### config.mk
export PLATFORM = sky130hd
export DESIGN_NAME = vend_fsm_param
export DESIGN_NICKNAME = d
export VERILOG_FILES = /design/src/rtl/vend_fsm_param.sv
export SDC_FILE = /design/constraint.sdc
export NUM_CORES = 1
export LEC_CHECK = 0
export BUFFER_PORTS_ARGS = -buffer_cell sky130_fd_sc_hd__buf_2
export CAP_MARGIN = 20
export CORE_ASPECT_RATIO = 0.7
export CORE_MARGIN = 4
export CORE_UTILIZATION = 35
export CTS_BUF_LIST = sky130_fd_sc_hd__clkbuf_16
export DETAILED_ROUTE_END_ITERATION = 12
export SYNTH_ARGS = -nofsm -noshare
export SYNTH_HDL_FRONTEND = slang
export SYNTH_SLANG_ARGS = --single-unit
### constraint.sdc
create_clock -name CLK -period 3.3 [get_ports CLK]
set_clock_uncertainty 0.2 [all_clocks]
set_input_delay 0.495 -clock CLK [delete_from_list [all_inputs] [get_ports CLK]]
set_output_delay 0.495 -clock CLK [all_outputs]
set_load 0.05 [all_outputs]
### src/rtl/vend_fsm_param.sv
// Parameterised vending controller: collects coins up to MAX_CREDIT, vends at PRICE,
// then pays back any remainder one greedy coin at a time over a valid/ack handshake.
module vend_fsm_param #(
  parameter int PRICE      = 4,
  parameter int VAL_H      = 2,
  parameter int VAL_P      = 4,
  parameter int MAX_CREDIT = 8,
  parameter int CREDIT_W   = 4
) (
  input  logic                CLK,
  input  logic                Reset,
  input  logic                P1,
  input  logic                H50,
  input  logic                F25,
  input  logic                Cancel,
  input  logic                ItemAck,
  input  logic                ChgAck,
  output logic                Item,
  output logic                ChgValid,
  output logic [1:0]          ChgCoin,
  output logic [CREDIT_W-1:0] Credit,
  output logic                Reject,
  output logic [1:0]          OState
);

  typedef enum logic [1:0] {
    S_IDLE    = 2'b00,
    S_COLLECT = 2'b01,
    S_VEND    = 2'b10,
    S_CHANGE  = 2'b11
  } state_t;

  localparam logic [31:0]         L_MAX   = 32'(MAX_CREDIT);
  localparam logic [31:0]         L_VH    = 32'(VAL_H);
  localparam logic [31:0]         L_VP    = 32'(VAL_P);
  localparam logic [CREDIT_W-1:0] L_PRICE = CREDIT_W'(PRICE);

  if (PRICE < 1 || PRICE > MAX_CREDIT ||
      longint'(MAX_CREDIT) >= (longint'(1) << CREDIT_W) ||
      VAL_H <= 1 || VAL_P <= VAL_H) begin : g_param_check
    $error("vend_fsm_param: illegal parameter combination");
  end

  state_t              r_state, w_state_nxt;
  logic [CREDIT_W-1:0] r_credit, w_credit_nxt;
  logic                r_reject, w_reject_nxt;

  logic        w_coin_any, w_coin_multi, w_coin_fits;
  logic [31:0] w_credit32, w_coin_val, w_sum, w_chg_val;
  logic [1:0]  w_chg_code;

  // Arithmetic is done 32 bits wide so a large coin cannot wrap the credit compare.
  assign w_credit32   = 32'(r_credit);
  assign w_coin_any   = P1 | H50 | F25;
  assign w_coin_multi = (P1 & H50) | (P1 & F25) | (H50 & F25);
  assign w_coin_val   = P1 ? L_VP : (H50 ? L_VH : 32'd1);
  assign w_sum        = w_credit32 + w_coin_val;
  assign w_coin_fits  = (w_sum <= L_MAX);

  // Greedy change coin: largest coin that does not exceed the remaining credit.
  always_comb begin
    w_chg_code = 2'b01;
    w_chg_val  = 32'd1;
    if (w_credit32 >= L_VP) begin
      w_chg_code = 2'b11;
      w_chg_val  = L_VP;
    end else if (w_credit32 >= L_VH) begin
      w_chg_code = 2'b10;
      w_chg_val  = L_VH;
    end
  end

  always_ff @(posedge CLK) begin
    if (Reset) begin
      r_state  <= S_IDLE;
      r_credit <= '0;
      r_reject <= 1'b0;
    end else begin
      r_state  <= w_state_nxt;
      r_credit <= w_credit_nxt;
      r_reject <= w_reject_nxt;
    end
  end

  always_comb begin
    w_state_nxt  = r_state;
    w_credit_nxt = r_credit;
    w_reject_nxt = 1'b0;
    case (r_state)
      S_IDLE, S_COLLECT: begin
        if (r_state == S_COLLECT && Cancel) begin
          w_state_nxt  = S_CHANGE;
          w_reject_nxt = w_coin_any;
        end else if (w_coin_any) begin
          if (w_coin_fits) begin
            w_credit_nxt = w_sum[CREDIT_W-1:0];
            w_reject_nxt = w_coin_multi;
            w_state_nxt  = (w_sum[CREDIT_W-1:0] >= L_PRICE) ? S_VEND : S_COLLECT;
          end else begin
            w_reject_nxt = 1'b1;
          end
        end
      end
      S_VEND: begin
        w_reject_nxt = w_coin_any;
        if (ItemAck) begin
          w_credit_nxt = r_credit - L_PRICE;
          w_state_nxt  = (r_credit == L_PRICE) ? S_IDLE : S_CHANGE;
        end
      end
      S_CHANGE: begin
        w_reject_nxt = w_coin_any;
        if (ChgAck) begin
          w_credit_nxt = r_credit - w_chg_val[CREDIT_W-1:0];
          w_state_nxt  = (w_credit32 == w_chg_val) ? S_IDLE : S_CHANGE;
        end
      end
      default: w_state_nxt = S_IDLE;
    endcase
  end

  always_comb begin
    Item     = (r_state == S_VEND);
    ChgValid = (r_state == S_CHANGE);
    ChgCoin  = (r_state == S_CHANGE) ? w_chg_code : 2'b00;
    Credit   = r_credit;
    Reject   = r_reject;
    OState   = r_state;
  end

endmodule

==> results of run 1 <==
[per-layer routing]
metal	up-vias	global-route usage (%)
met2	39	20.36
met5	-	0
met4	0	4.290
met1	425	23.32
met3	2	6.136
li1	478	-
[cells by family (layout without fill, tap and decap cells)]
group	Yosys count	in the layout
multiplexers	1	1
XOR/XNOR	3	3
AND/OR/NAND/NOR	36	36
buffers and inverters	15	34
AO/OA/AOI/OAI	41	41
flip-flops	7	7
adder cells (fa/ha/maj)	12	12
[final cells by class]
type	count	area share, %
multi-input cells	93	63.11
flip-flops and latches	7	12.99
repair buffers	19	9.049
clock buffers	3	6.961
inverters	11	3.828
well taps	32	3.712
clock inverters	1	0.3480
[per-stage QoR]
stage / utilization (%) / cell area [um2] / setup WS [ps] / power [W]
after floorplan: - / 877.1 / 267.3 / 0.0007659
after global placement: 44.24 / 999.7 / 245.1 / 0.0009338
after detailed placement: 44.24 / 999.7 / 193.0 / 0.0009341
after CTS: 47.73 / 1079 / 401.2 / 0.001154
after global routing: 47.73 / 1079 / 108.1 / 0.001249
final: 47.73 / 1079 / 391.0 / 0.001159
[registers in the layout, summed over array words and instances (netlist names)]
name    cells
Credit      4
Reject      1
OState      2
[how the worst min path moves through the flow]
stage / endpoint / slack (ps) / cells after the start
2_1_floorplan: Credit[2] / 360 / 1
6_report: Credit[2] / 350 / 2
3_3_place_gp: Credit[0] / 370 / 1
5_1_grt: Credit[2] / 360 / 2
4_1_cts: Credit[2] / 340 / 2
3_5_place_dp: Credit[0] / 370 / 1
[layout by cell type, fill, tap and decap left out, drive strengths merged, types with 2 or more instances in the layout]
cell,n
buf,19
inv,12
a21oi,10
ha,10
nor2,9
dfxtp,7
nand2,6
a21o,5
nand2b,4
nor3,4
o21ai,4
xnor2,3
nand4,3
clkbuf,3
nor2b,2
and3,2
a2111oi,2
o311a,2
a2bb2oi,2
a31oi,2
a221oi,2
a31o,2
a211oi,2
fa,2
[power by group through the flow]
| stage | clock network (W) | registers [W] | logic, W |
|---|---|---|---|
| finish | 0.000210 | 0.000180 | 0.000769 |
| global route | 0.000217 | 0.000191 | 0.000840 |
| CTS | 0.000211 | 0.000179 | 0.000764 |
| detailed placement | 0 | 0.000181 | 0.000753 |
| global placement | 0 | 0.000179 | 0.000755 |
| floorplan | 0 | 0.000250 | 0.000516 |
[worst max-delay path, delay by kind of cell]
kind            cells  cell delay [ps]
compound gates      3              660
xor+xnor            1              200
fa+ha+maj           2              640
buf+inv             2              190
simple gates        2              640
==> results by stage, run 1 <==
Global route:
- The initial antenna violation count is 0.
- Global routing used between 15 and 20% of the available tracks across all layers.
- The via count of the first global-routing pass was 840.
- The largest net degree at the start of global routing is 16.
- Global routing finished with a remaining overflow of 0.
- The first global-routing pass estimated 4.008 mm of wire.

Power:
- Net switching is about half of the power.
- Sequential cells burn 15.6% of the power.
- The leakage power summed over all cells is 0.5158 nW.
- The share of power burned in combinational logic is 66.3%.
- The internal portion of total power is about 0.00056 W.
- Of the total power, the clock network draws 18.1%.
- The switching power of the nets is around 0.00060 W.
- The worst-case IR drop observed on VDD is 435.6 uV.
- The power density normalized to cell area is 1075 nW/um2.

Critical path:
- The longest individual stage delay on the worst path is 500 ps.
- The number of cells on the worst reg-to-reg path is 10.
- The type of the setup path with the least slack is in -> reg.
- In this run the critical register-to-register path is launched from Credit[3].
- STA classifies the critical path startpoint as an input port.
- The capturing point of the worst reg2reg path is Credit[2].
- The worst setup path is captured at a flip-flop.
- The worst register-to-register path has a setup slack of between 400 and 500 ps.
- At the worst endpoint, the required time is 3220 ps.
- The critical path starts at P1.
- STA puts the critical path data arrival time at 2830 ps.
- The top fanout value on the critical path is 6.
- The end point of the critical path is Credit[0].
- The critical path goes through buf_2 -> nor2_1 -> ha_1 -> inv_1 -> fa_1 -> xnor2_1 -> o22a_1 -> o221a_1 -> or4_1 -> o311a_1.
- For this design, the slowest cell found on the critical path is sky130_fd_sc_hd__or4_1.

Detailed routing:
- The average detailed-routed wire length per instance is 15.05 um.
- For this block, the via count after detailed routing is 944.
- The wire length the detailed router placed on met1 is between 1 and 1.5 mm.
- The number of remaining DRC errors is 0.
- In the detailed route, the total length drawn on met2 is about 1000 um.
- The total length of routed met3 wires is 216 um.
- The vias per cell is 5.687.
- For this block, the routed nets add up to roughly 2.5 mm of wire.
- The final antenna-violating net count is 0.
- The highest routed metal layer is met4.
- After the first detailed-routing iteration, the DRC count stood at 70.
- The first-pass detailed-route iteration total is 4.

STA:
- The max-slew violation count is 0.
- The post-route clock period utilization is between 80% and 90%.
- Adding up every negative setup slack in the final design gives 0 ps.
- The smallest clock period supported by the final layout is computed as 2909 ps.
- Setup violations remaining at the end of the flow were counted as 0.
- Static timing analysis puts the maximum clock frequency at around 340 MHz.
- The actual transition at the worst max-transition pin is 487.3 ps.
- The number of failing hold endpoints at the final stage is 0.
- The worst relative slew slack is 67.47%.
- The worst-case hold slack is 351.8 ps.
- Setup repair after global routing left no endpoint under its margin.

Synthesis:
- The share of flip-flops with an asynchronous set or reset after synthesis is 0%.
- Measured against the total synthesized area, the mux share comes to 1.141%.
- The number of nets handed over by synthesis was 135.
- Summing the areas of all fa, ha and maj instances in the mapped netlist gives 18.83% of the synthesized area.
- The most frequent cell after synthesis is sky130_fd_sc_hd__inv_1.
- After synthesis, the largest area contributor takes up 15.98% of total cell area.
- Yosys printed 0 warnings.
- The commonest cells after synthesis are sky130_fd_sc_hd__inv_1 (11), sky130_fd_sc_hd__a21oi_1 (10), sky130_fd_sc_hd__ha_1 (10).
- The dominant combinational cell family by area after synthesis is compound AO/OA/AOI/OAI gates.
- The synthesized netlist devotes 2.996% of its cell area to XOR and XNOR gates.
- The share of the synthesized area in compound gates (AO/OA/AOI/OAI) is 33.67%.
- Each instance of the synthesized netlist takes up on average 7.627 um2.
- For this run, the register share of the synthesized area comes to 15.98%.
- Ranked by total cell area, the synthesized netlist is headed by sky130_fd_sc_hd__dfxtp_1 (16%), sky130_fd_sc_hd__ha_1 (14%), sky130_fd_sc_hd__a21oi_1 (5.7%).
- Of all cell types, the one taking the most synthesized area is sky130_fd_sc_hd__dfxtp_1.
- Synthesis produced a netlist whose cell count is about 120.
- The distinct cell type count of the synthesized netlist is 38.
- After Yosys synthesis, and, or, nand and nor cells account for 20.97% of the synthesized area.
- Counting flops and latches in the post-synthesis netlist gives 7.
- The most frequently used flop master after synthesis is sky130_fd_sc_hd__dfxtp_1.
- The synthesized design contains 0 enable-type register cells.
- The mapped netlist covers 877.1 um2.

Outcome:
- The run finished with clean final reports.

Final layout:
- The area growth from synthesis to final layout is 22.97%.
- At the end of the flow, the number of nets in the layout was roughly 160.
- The total of fill cells in the finished design is approximately 230.
- The antenna diode count is 0.
- Summing all multi-input logic gate instances after layout gives 680.7 um2.
- The number of cells in the finished layout apart from fillers is 166.
- In the final layout, the share of cells above drive strength 1 is 18.66%.
- Summing all flip-flop and latch instances after layout gives 140.1 um2.

Place:
- The number of port buffers is 18.
- The final weighted congestion in routability-driven placement is between 0.9 and 1.
- Once detailed placement completed, the half-perimeter wirelength came to between 1.5 and 2 mm.
- The number of placed instances, taps included, is 162.

Clocking:
- The number of levels the H-tree was split into is 1.
- The post-CTS setup-driven buffer insertion count is 0.
- The clock input transition at the sequential cells of the worst setup and hold paths is ~40 ps.
- Post-CTS repair changed the size of 0 cells.
- The number of buffers between clock root and the deepest sink is 2.
- The clock latency of the later-clocked register in the worst-skew pair is around 230 ps.
- Clock tree synthesis found a total of 7 sinks.
- TritonCTS built the clock tree.
- The number of buffers inserted during clock tree synthesis is 3.
- The clock root buffer is sky130_fd_sc_hd__clkbuf_16.
- The number of hold buffers added after CTS was 0.

Floorplan:
- After floorplanning, the core was sized to cover 2260 um2.
- Row generation in the floorplan step produced 14 rows.
- For this configuration, the core starts out at a cell density of 38.82%.
- The floorplan step set the die width to slightly below 70 um.
- In this run the vertical extent of the chip is 49.88 um.
- 19 I/O pins were placed.
- The area of the die is about 3400 um2.

Run:
- Max-cap violations in this run came to 0.

Hold path:
- The start point of the worst min-delay path is Reset.
- The min-delay analysis places its worst path in the category in -> reg.
(Power assumes the default switching activity.)
==> run 2: changes to the inputs <==
==> constraint.sdc (replaced) <==
create_clock -name CLK -period 3.2 [get_ports CLK]
set_clock_uncertainty 0.2 [all_clocks]
set_input_delay 0.48 -clock CLK [delete_from_list [all_inputs] [get_ports CLK]]
set_output_delay 0.48 -clock CLK [all_outputs]
set_load 0.005 [all_outputs]
==> run 2 against run 1 <==
  * Die area unchanged
  * Cell count up 0.60%
  * Critical path type unchanged
  * Clock power up 3%
  * Critical path depth is the same
  * Sequential share of layout area shrank 0.090 points
  * Non-clock buffer count grew 1
  * Clock-buffer cell count unchanged
  * Routed wire length decreased by 2.0%
==> results by stage, run 2 (same netlist as run 1, synthesis figures left out) <==
Outcome:
- The run finished with clean final reports.

Clocking:
- The number of buffers inserted during clock tree synthesis is 3.
- The clock input transition at the sequential cells of the worst setup and hold paths is 40 ps.
- The number of buffers between clock root and the deepest sink is 2.
- The post-cts hold buffer count is 0.
- Clock tree synthesis found a total of 7 sinks.
- Clock latency on the worst-skew pair, taken at its later pin, is 240 ps.
- The cell sitting at the root of the clock tree is a sky130_fd_sc_hd__clkbuf_16.
- After clock tree synthesis, the repair step resized 0 gates.
- The clock tree from TritonCTS is yes.
- In this run the number of H-tree levels came out at 1.
- The post-CTS setup-driven buffer insertion count is 0.

Detailed routing:
- The final routed wirelength across all metal layers is 2.449 mm.
- The vias per cell is 5.665.
- The final antenna-violating net count is 0.
- In the routed design, unresolved DRC markers number 0.
- Dividing the detail-routed wire length by the instance count gives 14.66 um.
- Before antenna repair, the detailed router went through 4 iterations.
- The initial detailed-routing violation count is 100.
- The via count is 946.

Power:
- Internal power comes to roughly 0.00057 W.
- The switching power of the nets is 0.0004693 W.
- The share of total power in the clock network is 20.7%.
- The sequential fraction of design power is ~17%.
- The analysis attributes to cell leakage a power of roughly 0.52 nW.
- In this run, the combinational gates consume ~63% of the power.
- Power spread over the standard cell area amounts to 961.2 nW/um2.
- Net switching is between 40 and 50% of the power.
- The worst-case IR drop observed on VDD is about 370 uV.

Global route:
- The wire length of the first global-routing pass is roughly 4 mm.
- In the global route stage, overall resource usage came out at 15.51%.
- The total overflow left after global routing is 0.
- The largest net degree at the start of global routing is 15.
- The via count of the first global-routing pass is about 840.
- The initial antenna violation count came to 0.

Floorplan:
- The initial standard-cell utilization of the core is 38.82%.
- The die is 67.83 um wide.
- The placement row count is 14.
- The area of the die is roughly 3400 um2.
- The area of the placeable core is 2260 um2.
- The floorplan step set the die height to 49.88 um.
- The I/O pin count is 19.

Final layout:
- The area growth from synthesis to final layout is 23.82%.
- Leaving out fill and tap cells, the most frequent cells in the layout are sky130_fd_sc_hd__buf_2 (18), sky130_fd_sc_hd__inv_1 (12), sky130_fd_sc_hd__a21oi_1 (10), sky130_fd_sc_hd__ha_1 (10), sky130_fd_sc_hd__nor2_1 (9).
- The library cell used most frequently in the layout, excluding fill and tap cells, is sky130_fd_sc_hd__buf_2.
- The number of nets in the final layout is 156.
- The number of flip-flops in the largest register is 4.
- The antenna diode count is 0.
- After routing the design area is 1086 um2.
- The share of post-route cells with drive strength above 1 is a little under 20%.

Critical path:
- STA puts the critical path data arrival time at 2820 ps.
- The startpoint type of the worst setup path is an input port.
- The signal on the critical path passes through buf_2 -> nor2_1 -> ha_1 -> inv_1 -> fa_1 -> xnor2_1 -> o22a_1 -> o221a_1 -> or4_1 -> o311a_1.
- For this design, the slowest cell found on the critical path is sky130_fd_sc_hd__or4_1.
- The top fanout value on the critical path is 6.
- The required time reported for the critical path endpoint is 3120 ps.
- The longest individual stage delay on the worst path is 490 ps.
- The worst setup path is captured at a flip-flop.
- The type of the setup path with the least slack is in -> reg.
- In this design, the largest share of critical-path delay is due to adder cells.
- Together, buffers and inverters on the worst path number 2.

STA:
- Setup repair after global routing left no endpoint under its margin.
- The number of setup violations in the final report is 0.
- After routing, the total negative slack on setup checks comes to 0 ps.
- The number of failing hold endpoints at the final stage is 0.
- The max-slew violation count was 0.
- The peak clock frequency supported by timing is 344.9 MHz.
- Dividing the final minimum period by the clock period gives 90.60%.
- At the pin with the least slew margin, the transition time is 483.2 ps.
- Measured against its own limit, the worst slew margin works out to 67.79%.
- The worst path needs 2899 ps of the cycle, external delays included.

Place:
- The placed instances occupy a cell area of 1007 um2.
- The half-perimeter wire length after placement is between 1.5 and 2 mm.
- At the end of routability-driven placement, the weighted congestion stood at 0.9408.
- The number of port buffers is 18.

Hold path:
- The class of the tightest hold or removal check is in -> reg.

Run:
- The number of max-cap violations is 0.
[run 2: layout make-up]
type / instances / area, um2
clock buffers: 3 / 75.07
clock inverters: 1 / 3.754
fillers: 219 / 1174
inverters: 11 / 41.29
multi-input cells: 93 / 680.7
flip-flops and latches: 7 / 140.1
well taps: 32 / 40.04
repair buffers: 20 / 105.1
[run 2: metal layers]
metal	wire length, um	vias to the layer above	global-route usage [%]
met2	948	36	19.22
met4	28	0	4.290
met5	0	-	0
met1	1209	430	23.85
met3	262	5	5.909
li1	-	475	-
[run 2: worst reg2reg max path, cell delays in order, from the launching register on]
cell and delay, ps:
sky130_fd_sc_hd__dfxtp_1 380, sky130_fd_sc_hd__ha_1 220, sky130_fd_sc_hd__inv_1 70, sky130_fd_sc_hd__fa_1 430, sky130_fd_sc_hd__xnor2_1 210, sky130_fd_sc_hd__o22a_1 220
sky130_fd_sc_hd__o221a_1 290, sky130_fd_sc_hd__or4_1 490, sky130_fd_sc_hd__o311a_1 140
[run 2: stage by stage]
step | worst slack (ps) | utilization [%] | std cells | total power [W] | hold slack (ps)
CTS | 347.3 | 48.06 | 167 | 0.001038 | 328.6
global placement | 164.1 | 44.57 | 163 | 0.0008202 | 371.0
detailed placement | 122.3 | 44.57 | 163 | 0.0008180 | 365.2
floorplan | 398.2 | - | 115 | 0.0006443 | 340.2
finish | 300.9 | 48.06 | 167 | 0.001044 | 339.9
global route | 83.53 | 48.06 | 167 | 0.001142 | 348.2
[run 2: path summary, 6_finish.rpt]
kind / cells after the start / to / slack (ps) / startpoint
worst min register to register: 1 / Credit[0] / 400 / Credit[0]
worst max register to register: 8 / Credit[0] / 430 / Credit[0]
worst min-delay path: 2 / Credit[2] / 340 / Reset
worst max-delay path: 10 / Credit[0] / 300 / P1
[run 2: power by group through the flow]
| stage | clock network [W] | registers [W] | logic [W] |
|---|---|---|---|
| after floorplan | 0 | 0.000157 | 0.000488 |
| after global placement | 0 | 0.000174 | 0.000646 |
| after detailed placement | 0 | 0.000175 | 0.000643 |
| after CTS | 0.000217 | 0.000173 | 0.000648 |
| after global routing | 0.000223 | 0.000182 | 0.000737 |
| final | 0.000216 | 0.000174 | 0.000653 |
==> run 3: changes to the inputs <==
Settings changed: CORE_ASPECT_RATIO 0.7 to unset, CORE_UTILIZATION 35 to 53, PLACE_DENSITY set to 0.78, RECOVER_POWER set to 50.
==> run 3 against run 2 <==
  * Clock-buffer cell count is the same
  * Combinational power shrank 2%
  * Global-route usage grew 4.3 points
  * Critical path depth is the same
  * Non-clock buffer count is the same
==> results by stage, run 3 (same netlist as run 1, synthesis figures left out) <==
STA:
- The actual transition at the worst max-transition pin is ~580 ps.
- Adding up every negative setup slack in the final design gives 0 ps.
- The peak clock frequency supported by timing is approximately 350 MHz.
- The max-slew violation count is 0.
- The number of failing hold endpoints at the final stage is 0.
- Final hold analysis gives a worst-case slack of 321.2 ps.
- In the finished design, the share of the clock period the worst path needs comes to 89.05%.
- The shortest period the worst path allows is roughly 2800 ps.
- The post-route worst setup slack is 350.5 ps.
- The number of setup violations in the final report is 0.
- Setup repair after global routing left no endpoint under its margin.
- The worst relative slew slack is 61.58%.

Final layout:
- The library cell used most frequently in the layout, excluding fill and tap cells, is sky130_fd_sc_hd__buf_2.
- After routing the design area is 1056 um2.
- The repair_antennas step left the layout with diodes totalling 0.
- In the final layout, the share of cells above drive strength 1 is between 10% and 20%.
- The number of nets in the final layout is 156.
- Leaving out fill and tap cells, the most frequent cells in the layout are sky130_fd_sc_hd__buf_2 (15), sky130_fd_sc_hd__inv_1 (12), sky130_fd_sc_hd__a21oi_1 (10), sky130_fd_sc_hd__ha_1 (10), sky130_fd_sc_hd__nor2_1 (9).
- The total of fill cells in the finished design is 150.
- The area growth from synthesis to final layout is 20.40%.
- The number of cells in the finished layout apart from fillers is 151.
- The register with the most flip-flops in the layout has 4 of them.

Detailed routing:
- The average detailed-routed wire length per instance is 15.40 um.
- In the routed design, unresolved DRC markers number 0.
- The vias per cell is about 6.3.
- In this run, the number of DRC markers left after iteration 0 of detailed routing was 27.
- The final antenna-violating net count is 0.
- The first detailed-routing pass took 4 iterations.
- For this block, the routed nets add up to 2.325 mm of wire.
- Detailed routing inserted a total of 953 vias.

Critical path:
- For the worst setup path, the data required time is 3120 ps.
- The endpoint identified for the worst register-to-register timing path is Credit[0].
- The number of cells on the worst reg-to-reg path is 8.
- The worst register-to-register path begins at Credit[0].
- The type of the setup path with the least slack is in -> reg.
- The minimum setup slack among reg-to-reg paths is about 470 ps.
- The startpoint type of the worst setup path is an input port.
- STA puts the critical path data arrival time at 2770 ps.
- The worst setup path is captured at a flip-flop.
- Of all nets on the critical path, the largest fanout is 6.

Hold path:
- The start point of the worst min-delay path is Reset.
- The worst hold path stage count is 2.
- For hold timing, the worst endpoint is Credit[2].
- The path class of the tightest hold or removal check is in -> reg.

Global route:
- In the global route stage, overall resource usage came out at 19.80%.
- Summed over all layers, the global routing overflow is 0.
- The initial antenna violation count came to 0.
- Entering global routing, the biggest net connects 15 pins.
- The via count of the first global-routing pass was between 800 and 900.
- The first global-routing pass estimated roughly 3.9 mm of wire.

Floorplan:
- The die is 48.68 um tall.
- Once the floorplan was initialized, standard cells occupied between 50% and 60% of the core.
- In this run the count of I/O pins placed on the die edge is 19.
- The area of the placeable core is 1541 um2.
- The die covers roughly 2400 um2.
- The floorplan has 14 rows.
- The die is approximately 50 um wide.

Place:
- The cell area after placement is between 900 and 1000 um2.
- Routability-driven placement finished with a final weighted congestion of ~0.85.
- The number of port buffers is 18.
- The half-perimeter wire length after placement is ~1.8 mm.
- The number of placed instances, taps included, is 147.
- The worst slack after detailed placement is 129.9 ps.

Clocking:
- The post-cts hold buffer count is 0.
- Post-CTS repair changed the size of 0 cells.
- In this run the number of H-tree levels came out at 1.
- No sink is reached through more buffers than the 2 on the longest clock path.
- TritonCTS built the clock tree.
- In this run the clock root is driven by a sky130_fd_sc_hd__clkbuf_16.
- The clock input transition at the sequential cells of the worst setup and hold paths is 40 ps.
- The number of buffers inserted during clock tree synthesis is 3.
- The post-CTS setup-driven buffer insertion count is 0.
- The clock reaches the later pin of the worst-skew pair after 230 ps.
- CTS saw 7 sinks.

Power:
- The power density normalized to cell area is slightly below 1000 nW/um2.
- The worst voltage drop across the vdd grid is 498.5 uV.
- The leakage power summed over all cells is 0.5053 nW.

Outcome:
- The run finished with clean final reports.

Run:
- Max-cap violations in this run came to 0.
[run 3: cell types whose count changed in the layout (fill, tap and decap cells not counted)]
| cell | delta |
|---|---|
| sky130_fd_sc_hd__clkbuf_1 | +4 |
| sky130_fd_sc_hd__buf_2 | -3 |
| sky130_fd_sc_hd__buf_4 | -2 |
| sky130_fd_sc_hd__clkbuf_2 | +1 |
[run 3: worst max path at each step]
stage	startpoint	to	slack (ps)	cells after the start
final	P1	Credit[0]	350	10
after global routing	P1	Reject	130	10
after CTS	P1	Credit[0]	360	10
after detailed placement	P1	Credit[0]	130	10
after global placement	P1	Credit[0]	180	10
after floorplan	P1	Credit[0]	400	9
[run 3: routing by layer]
layer | vias up | wire length, um | GRT usage [%]
met3 | 3 | 162 | 6.442
met4 | 0 | 12 | 3.139
li1 | 474 | - | -
met5 | - | 0 | 0
met2 | 30 | 1113 | 33.91
met1 | 446 | 1037 | 24.30
[run 3: cell type report]
cell class	count	area, um2	share of cell area [%]
well taps	16	20.02	1.896
clock buffers	3	75.07	7.109
inverters	11	41.29	3.910
clock inverters	1	3.754	0.3555
repair buffers	20	95.09	9.005
flip-flops and latches	7	140.1	13.27
multi-input cells	93	680.7	64.46
[run 3: power by group]
group / internal [W] / total (W) / switching, W
sequential: 0.000119 / 0.000173 / 0.0000538
combinational: 0.000285 / 0.000642 / 0.000357
clock: 0.000163 / 0.000214 / 0.0000512
[run 3: worst max-delay path: stages]
cell and delay (ps):
sky130_fd_sc_hd__buf_2 130, sky130_fd_sc_hd__nor2_1 130, sky130_fd_sc_hd__ha_1 210, sky130_fd_sc_hd__inv_1 60
sky130_fd_sc_hd__fa_1 430, sky130_fd_sc_hd__xnor2_1 200, sky130_fd_sc_hd__o22a_1 210, sky130_fd_sc_hd__o221a_1 290
sky130_fd_sc_hd__or4_1 480, sky130_fd_sc_hd__o311a_1 130
[run 3: through the flow]
step | util (%) | total power (W)
4_1_cts | 69.16 | 0.001039
3_3_place_gp | 64.04 | 0.0007985
5_1_grt | 68.51 | 0.001127
3_5_place_dp | 64.04 | 0.0008100
6_report | 68.51 | 0.001029
2_1_floorplan | - | 0.0006443
